`config.mk`:
```
export PLATFORM = sky130hd
export DESIGN_NAME = fifo_fwft
export DESIGN_NICKNAME = d
export VERILOG_FILES = /design/src/rtl/fifo_defs_pkg.sv /design/src/rtl/fifo_dpram.sv /design/src/rtl/fifo_fwft.sv
export SDC_FILE = /design/constraint.sdc
export NUM_CORES = 1
export LEC_CHECK = 0
export ABC_AREA = 1
export BUFFER_PORTS_ARGS = -buffer_cell sky130_fd_sc_hd__buf_2
export CORE_MARGIN = 5
export CORE_UTILIZATION = 60
export CTS_CLUSTER_DIAMETER = 80
export DETAILED_ROUTE_END_ITERATION = 10
export PLACE_DENSITY = 0.78
export SLEW_MARGIN = 20
export SYNTH_ARGS = -nofsm -noshare
export SYNTH_HDL_FRONTEND = slang
export SYNTH_SLANG_ARGS = --single-unit
```
`constraint.sdc`:
```
create_clock -name clk -period 4.7 [get_ports clk]
set_clock_uncertainty 0.2 [all_clocks]
set_input_delay 0.47 -clock clk [delete_from_list [all_inputs] [get_ports clk]]
set_output_delay 0.47 -clock clk [all_outputs]
set_load 0.1 [all_outputs]
```
`src/rtl/fifo_defs_pkg.sv`:
```
// Shared definitions for the show-ahead FIFO (fifo_fwft) and its RAM (fifo_dpram).
// Optional feature macro: FIFO_ERR_FLAGS_EN -- when defined, fifo_fwft gains sticky
// overflow/underflow outputs; when undefined, illegal requests are silently ignored.
package fifo_defs_pkg;

  localparam int unsigned DefDataWidth   = 8;
  localparam int unsigned DefAddrWidth   = 4;
  localparam int unsigned DefAemptyLevel = 1;

  // Pointers and the element count carry one extra bit so all 2^addr_width slots are usable.
  function automatic int unsigned cnt_width(int unsigned addr_width);
    return addr_width + 1;
  endfunction

endpackage

```
`src/rtl/fifo_dpram.sv`:
```
// Simple dual-port RAM: one write port, one synchronous read port, read-before-write on a
// same-address collision. The array itself is never reset; only the read register is.
module fifo_dpram
  import fifo_defs_pkg::*;
#(
  parameter int unsigned DATA_WIDTH = DefDataWidth,
  parameter int unsigned ADDR_WIDTH = DefAddrWidth
) (
  input  logic                  clk,
  input  logic                  rst_n,
  input  logic                  clr,
  input  logic                  wr_en,
  input  logic [ADDR_WIDTH-1:0] wr_addr,
  input  logic [DATA_WIDTH-1:0] wr_data,
  input  logic                  rd_en,
  input  logic [ADDR_WIDTH-1:0] rd_addr,
  output logic [DATA_WIDTH-1:0] rd_data
);

  localparam int unsigned Depth = 1 << ADDR_WIDTH;

  logic [DATA_WIDTH-1:0] mem [Depth];

  // Storage array write; no reset so it maps onto block RAM.
  always_ff @(posedge clk) begin
    if (wr_en) begin
      mem[wr_addr] <= wr_data;
    end
  end

  // Registered read; non-blocking semantics return the old word on a collision.
  always_ff @(posedge clk or negedge rst_n) begin
    if (!rst_n) begin
      rd_data <= '0;
    end else if (clr) begin
      rd_data <= '0;
    end else if (rd_en) begin
      rd_data <= mem[rd_addr];
    end
  end

endmodule

```
`src/rtl/fifo_fwft.sv`:
```
// Single-clock, block-RAM backed show-ahead FIFO with registered status flags.
// Optional feature macro: FIFO_ERR_FLAGS_EN adds sticky overflow/underflow outputs.
module fifo_fwft
  import fifo_defs_pkg::*;
#(
  parameter int unsigned DATA_WIDTH   = DefDataWidth,
  parameter int unsigned ADDR_WIDTH   = DefAddrWidth,
  parameter int unsigned AFULL_LEVEL  = (1 << ADDR_WIDTH) - 2,
  parameter int unsigned AEMPTY_LEVEL = DefAemptyLevel
) (
  input  logic                  clk,
  input  logic                  rst_n,
  input  logic                  clr,
  input  logic [DATA_WIDTH-1:0] din,
  input  logic                  wr_en,
  output logic                  full,
  output logic                  almost_full,
  output logic [DATA_WIDTH-1:0] dout,
  input  logic                  rd_en,
  output logic                  empty,
  output logic                  almost_empty,
  output logic [ADDR_WIDTH:0]   elemcnt
`ifdef FIFO_ERR_FLAGS_EN
  ,
  output logic                  overflow,
  output logic                  underflow
`endif
);

  localparam int unsigned Depth = 1 << ADDR_WIDTH;
  localparam int unsigned CntW  = cnt_width(ADDR_WIDTH);

  localparam logic [CntW-1:0] AfullLvl  = CntW'(AFULL_LEVEL);
  localparam logic [CntW-1:0] AemptyLvl = CntW'(AEMPTY_LEVEL);

  if (AFULL_LEVEL > Depth) begin : g_bad_afull
    $error("fifo_fwft: AFULL_LEVEL must not exceed the depth");
  end
  if (AEMPTY_LEVEL >= Depth) begin : g_bad_aempty
    $error("fifo_fwft: AEMPTY_LEVEL must be below the depth");
  end

  logic [CntW-1:0]       wrptr_q, wrptr_d;
  logic [CntW-1:0]       rdptr_q, rdptr_d;
  logic [CntW-1:0]       count_q, count_d;
  logic                  empty_q, empty_d;
  logic                  full_q, full_d;
  logic                  afull_q, afull_d;
  logic                  aempty_q, aempty_d;
  logic                  wa, pa;
  logic                  ram_we, ram_re;
  logic [ADDR_WIDTH-1:0] ram_raddr;

  // Accept/pop decisions and next-state for pointers, count and flags.
  always_comb begin
    wa      = wr_en & ~full_q;
    pa      = rd_en & ~empty_q;
    wrptr_d = wrptr_q + CntW'(wa);
    rdptr_d = rdptr_q + CntW'(pa);
    count_d = count_q + CntW'(wa) - CntW'(pa);
    full_d  = (wrptr_d[ADDR_WIDTH-1:0] == rdptr_d[ADDR_WIDTH-1:0]) &&
              (wrptr_d[ADDR_WIDTH] != rdptr_d[ADDR_WIDTH]);
    // A word written at this edge is not yet readable from the RAM, so it does not count.
    empty_d  = ((count_d - CntW'(wa)) == '0);
    afull_d  = (count_d >= AfullLvl);
    aempty_d = (count_d <= AemptyLvl);
  end

  // RAM port control: fetch the next head on a pop, or the parked head while it is not shown.
  always_comb begin
    ram_we    = wa & ~clr;
    ram_raddr = rdptr_d[ADDR_WIDTH-1:0];
    // Skip the fetch when a pop drains the last word so dout simply holds.
    ram_re    = (pa & (count_q > CntW'(1))) | (empty_q & (count_q != '0));
  end

  // Pointer, count and flag registers; clr outranks any same-cycle request.
  always_ff @(posedge clk or negedge rst_n) begin
    if (!rst_n) begin
      wrptr_q  <= '0;
      rdptr_q  <= '0;
      count_q  <= '0;
      empty_q  <= 1'b1;
      full_q   <= 1'b0;
      afull_q  <= 1'b0;
      aempty_q <= 1'b1;
    end else if (clr) begin
      wrptr_q  <= '0;
      rdptr_q  <= '0;
      count_q  <= '0;
      empty_q  <= 1'b1;
      full_q   <= 1'b0;
      afull_q  <= 1'b0;
      aempty_q <= 1'b1;
    end else begin
      wrptr_q  <= wrptr_d;
      rdptr_q  <= rdptr_d;
      count_q  <= count_d;
      empty_q  <= empty_d;
      full_q   <= full_d;
      afull_q  <= afull_d;
      aempty_q <= aempty_d;
    end
  end

  fifo_dpram #(
    .DATA_WIDTH(DATA_WIDTH),
    .ADDR_WIDTH(ADDR_WIDTH)
  ) u_ram (
    .clk    (clk),
    .rst_n  (rst_n),
    .clr    (clr),
    .wr_en  (ram_we),
    .wr_addr(wrptr_q[ADDR_WIDTH-1:0]),
    .wr_data(din),
    .rd_en  (ram_re),
    .rd_addr(ram_raddr),
    .rd_data(dout)
  );

  assign full         = full_q;
  assign almost_full  = afull_q;
  assign empty        = empty_q;
  assign almost_empty = aempty_q;
  assign elemcnt      = count_q;

`ifdef FIFO_ERR_FLAGS_EN
  logic overflow_q, underflow_q;

  // Sticky error flags, raised on any rejected request.
  always_ff @(posedge clk or negedge rst_n) begin
    if (!rst_n) begin
      overflow_q  <= 1'b0;
      underflow_q <= 1'b0;
    end else if (clr) begin
      overflow_q  <= 1'b0;
      underflow_q <= 1'b0;
    end else begin
      overflow_q  <= overflow_q | (wr_en & full_q);
      underflow_q <= underflow_q | (rd_en & empty_q);
    end
  end

  assign overflow  = overflow_q;
  assign underflow = underflow_q;
`endif

endmodule

```
==> flow_summary.json <==
{
  "outcome": "finished, final reports clean",
  "grt_max_degree": 66,
  "cp_data_arrival_time_ps": 3080,
  "cp_data_required_time_ps": 4910,
  "ios": 30,
  "worst-r2r-cell-count": 9,
  "p_switching_mw": 1.58,
  "swShare_pct": 36.1,
  "crit_buf_inv": 1,
  "crit_chain": "nor2_2 > ha_2 > clkinv_2 > nand2_1 > nand3_1 > nand3_1 > nand3_1 > nand3_1 > nand2_1",
  "crit_top_cell": "nand3_1",
  "synthTopCellsByArea": "edfxtp_1 58%, nand3_1 10%, nand2_1 10%",
  "syn_inst": 600,
  "fmaxAchievable_ghz": 0.349,
  "io_buffers": 29,
  "slowest_delay_ps": 690,
  "synth_ff_type": "edfxtp_1",
  "drv_cap": 0,
  "dpl_cell_area_mm2": 0.00682,
  "place.gp.congestion": 0.873,
  "hold_buffers": 1,
  "yosys_warnings": 0,
  "seq_power_share_pct": 37.0,
  "die_h_um": 115,
  "synth_edf_count": 128,
  "area_growth_pct": 12.4,
  "post_cts_resized": 0,
  "netlist.area_leader.share_pct": 57.9,
  "post-route-period-util_pct": 61.0,
  "r2r_start": "empty",
  "maxSlewHeadroom_pct": 38.1,
  "tightest_slew_ps": 925,
  "setup_violations": 0,
  "first_iter_violations": 532,
  "antenna_found_initial": 0,
  "ys_seq_area_share_pct": 68.2,
  "numCtsBuffers": 17,
  "place_hpwl_um": 9140,
  "insertion_delay_ps": 540,
  "cp_top_family": "simple AND/OR/NAND/NOR gates",
  "gr-total-overflow": 0,
  "routed_via_density": 5.89,
  "pwr-share-clk_pct": 33.0,
  "seq_area_mm2": 0.00452,
  "synth-seq-cells": 155,
  "fillers": 787,
  "chipWidth_um": 115,
  "clockBufferDepth": 2,
  "drtPass1Iterations": 5,
  "worstSetupStartpointType": "register",
  "h-tree-depth": 4,
  "path_depth": 9,
  "grt_pass1_wl_um": 23600,
  "ir_drop_v": 0.000613,
  "min_period_ps": 2870,
  "cts_root_buf": "clkbuf_8",
  "power_density_mw_per_mm2": 587,
  "drt.antenna.violating_nets": 0,
  "netlist.top_cell.by_area": "edfxtp_1",
  "clkTransAtPathRegs_ps": 60,
  "cp_max_fo": 65,
  "diodes": 0,
  "hp-start": "clr",
  "cts_sinks": 155,
  "grt_pass1_vias": 4513,
  "start_util_pct": 61.2,
  "layout-drive-gt1-share_pct": 11.6,
  "rsz0062_at_grt": "false",
  "comb_power_share_pct": 30.0,
  "drc": 0,
  "hp-class": "input port to register",
  "critical_path_class": "register to register",
  "rows": 38,
  "die_area_mm2": 0.0133,
  "crit_path_start": "empty",
  "routed_wl_um": 14800,
  "endpoint_kind": "register",
  "detail_route.wl_per_cell_um": 19.0,
  "synthArstFlopShare_pct": 17.4,
  "core_area_mm2": 0.0108,
  "vias": 4575,
  "cts_tree": "built",
  "power.leakage_nw": 2.98,
  "grt_usage_pct": 24.2,
  "nets": 650,
  "final_area_mm2": 0.00746,
  "slew_violations": 0,
  "setup_tns_ps": 0,
  "synth_nets": 625,
  "multi_input_area_mm2": 0.00184,
  "synth_area_mm2": 0.00663,
  "postCtsSetupBuffers": 0,
  "synth.most_common_cell": "nand2_1",
  "syn_avg_cell_area_um2": 11.1,
  "cp_slowest_cell": "clkinv_2",
  "holdPathStages": 2,
  "synthTopCellsByCount": "180 x nand2_1, 139 x nand3_1, 128 x edfxtp_1",
  "p_int_mw": 2.80,
  "hold_violations": 0,
  "synth_cell_types": 26
}
==> power by group through the flow <==
stage               clock [mW]  combinational (mW)  sequential (mW)
global placement             0                1.27             1.64
floorplan                    0               0.655             2.05
finish                    1.44                1.31             1.62
CTS                       1.45                1.31             1.62
global route              1.50                1.44             1.63
detailed placement           0                1.30             1.65
==> sequential cells by signal (all words and copies together), names as in the netlist <==
signal and cells:
u_ram.rd_data 8, u_ram.mem 128, full 1, almost_empty 1, empty 1, wrptr_q 5, elemcnt 5, rdptr_q 5
almost_full 1
==> cells in the final DEF, fill, tap and decap left out, drive strengths merged <==
cell	instances
dfstp	2
bufinv	5
ha	11
a21oi	4
a21o	1
clkinv	5
o21ai	1
dfrtp	25
edfxtp	128
nand3b	1
nand2	180
fa	1
nor3	1
xnor2	4
dlygate4sd3	1
inv	32
nor2	38
nand3	139
xor2	5
buf	31
clkbuf	22
==> metal layers <==
layer	vias up	GRT usage (%)	wire length, µm
met5	-	0	0
met2	243	38.4	7100
li1	2101	-	-
met4	0	11.0	440
met3	44	7.05	1420
met1	2187	31.0	5830
==> cell type report <==
type                            count  area share [%]
Timing Repair Buffer               32            2.28
Sequential cell                   155            60.6
Clock inverter                      9            2.27
Inverter                           33            1.71
Tap cell                          140            2.35
Multi-Input combinational cell    386            24.7
Clock buffer                       22            6.07
==> worst paths after layout <==
kind | to | slack (ps)
min reg2reg | u_ram.rd_data[6] | 280
min in group asynchronous | wrptr_q[4] | 290
max | u_ram.rd_data[0] | 1830
max reg2reg | u_ram.rd_data[0] | 1830
max in group asynchronous | full | 3600
min | rdptr_q[4] | 130
==> per-stage QoR <==
| stage | util (%) | total power [mW] | worst slack [ps] | hold WS, ps | std cells |
|---|---|---|---|---|---|
| final | 68.8 | 4.37 | 1830 | 134 | 777 |
| after global routing | 68.8 | 4.57 | 1620 | 131 | 777 |
| after CTS | 68.8 | 4.38 | 1880 | 108 | 777 |
| after detailed placement | 62.9 | 2.95 | 1720 | 264 | 745 |
| after global placement | 62.9 | 2.91 | 1820 | 262 | 745 |
| after floorplan | - | 2.70 | 1800 | -25.6 | 600 |
==> cell families (layout without fill, tap and decap cells) <==
| logic type | Yosys count | count (layout) | synth area share [%] |
|---|---|---|---|
| xor gates and xnor gates | 9 | 9 | 1.41 |
| buffers and inverters | 59 | 96 | 4.15 |
| AOI/OAI and AO/OA | 6 | 6 | 0.490 |
| and+or+nand+nor | 359 | 359 | 23.4 |
| adders and majority gates | 12 | 12 | 2.38 |
| DFF | 155 | 155 | 68.2 |
No activity file was read; power rests on OpenSTA's default activity.
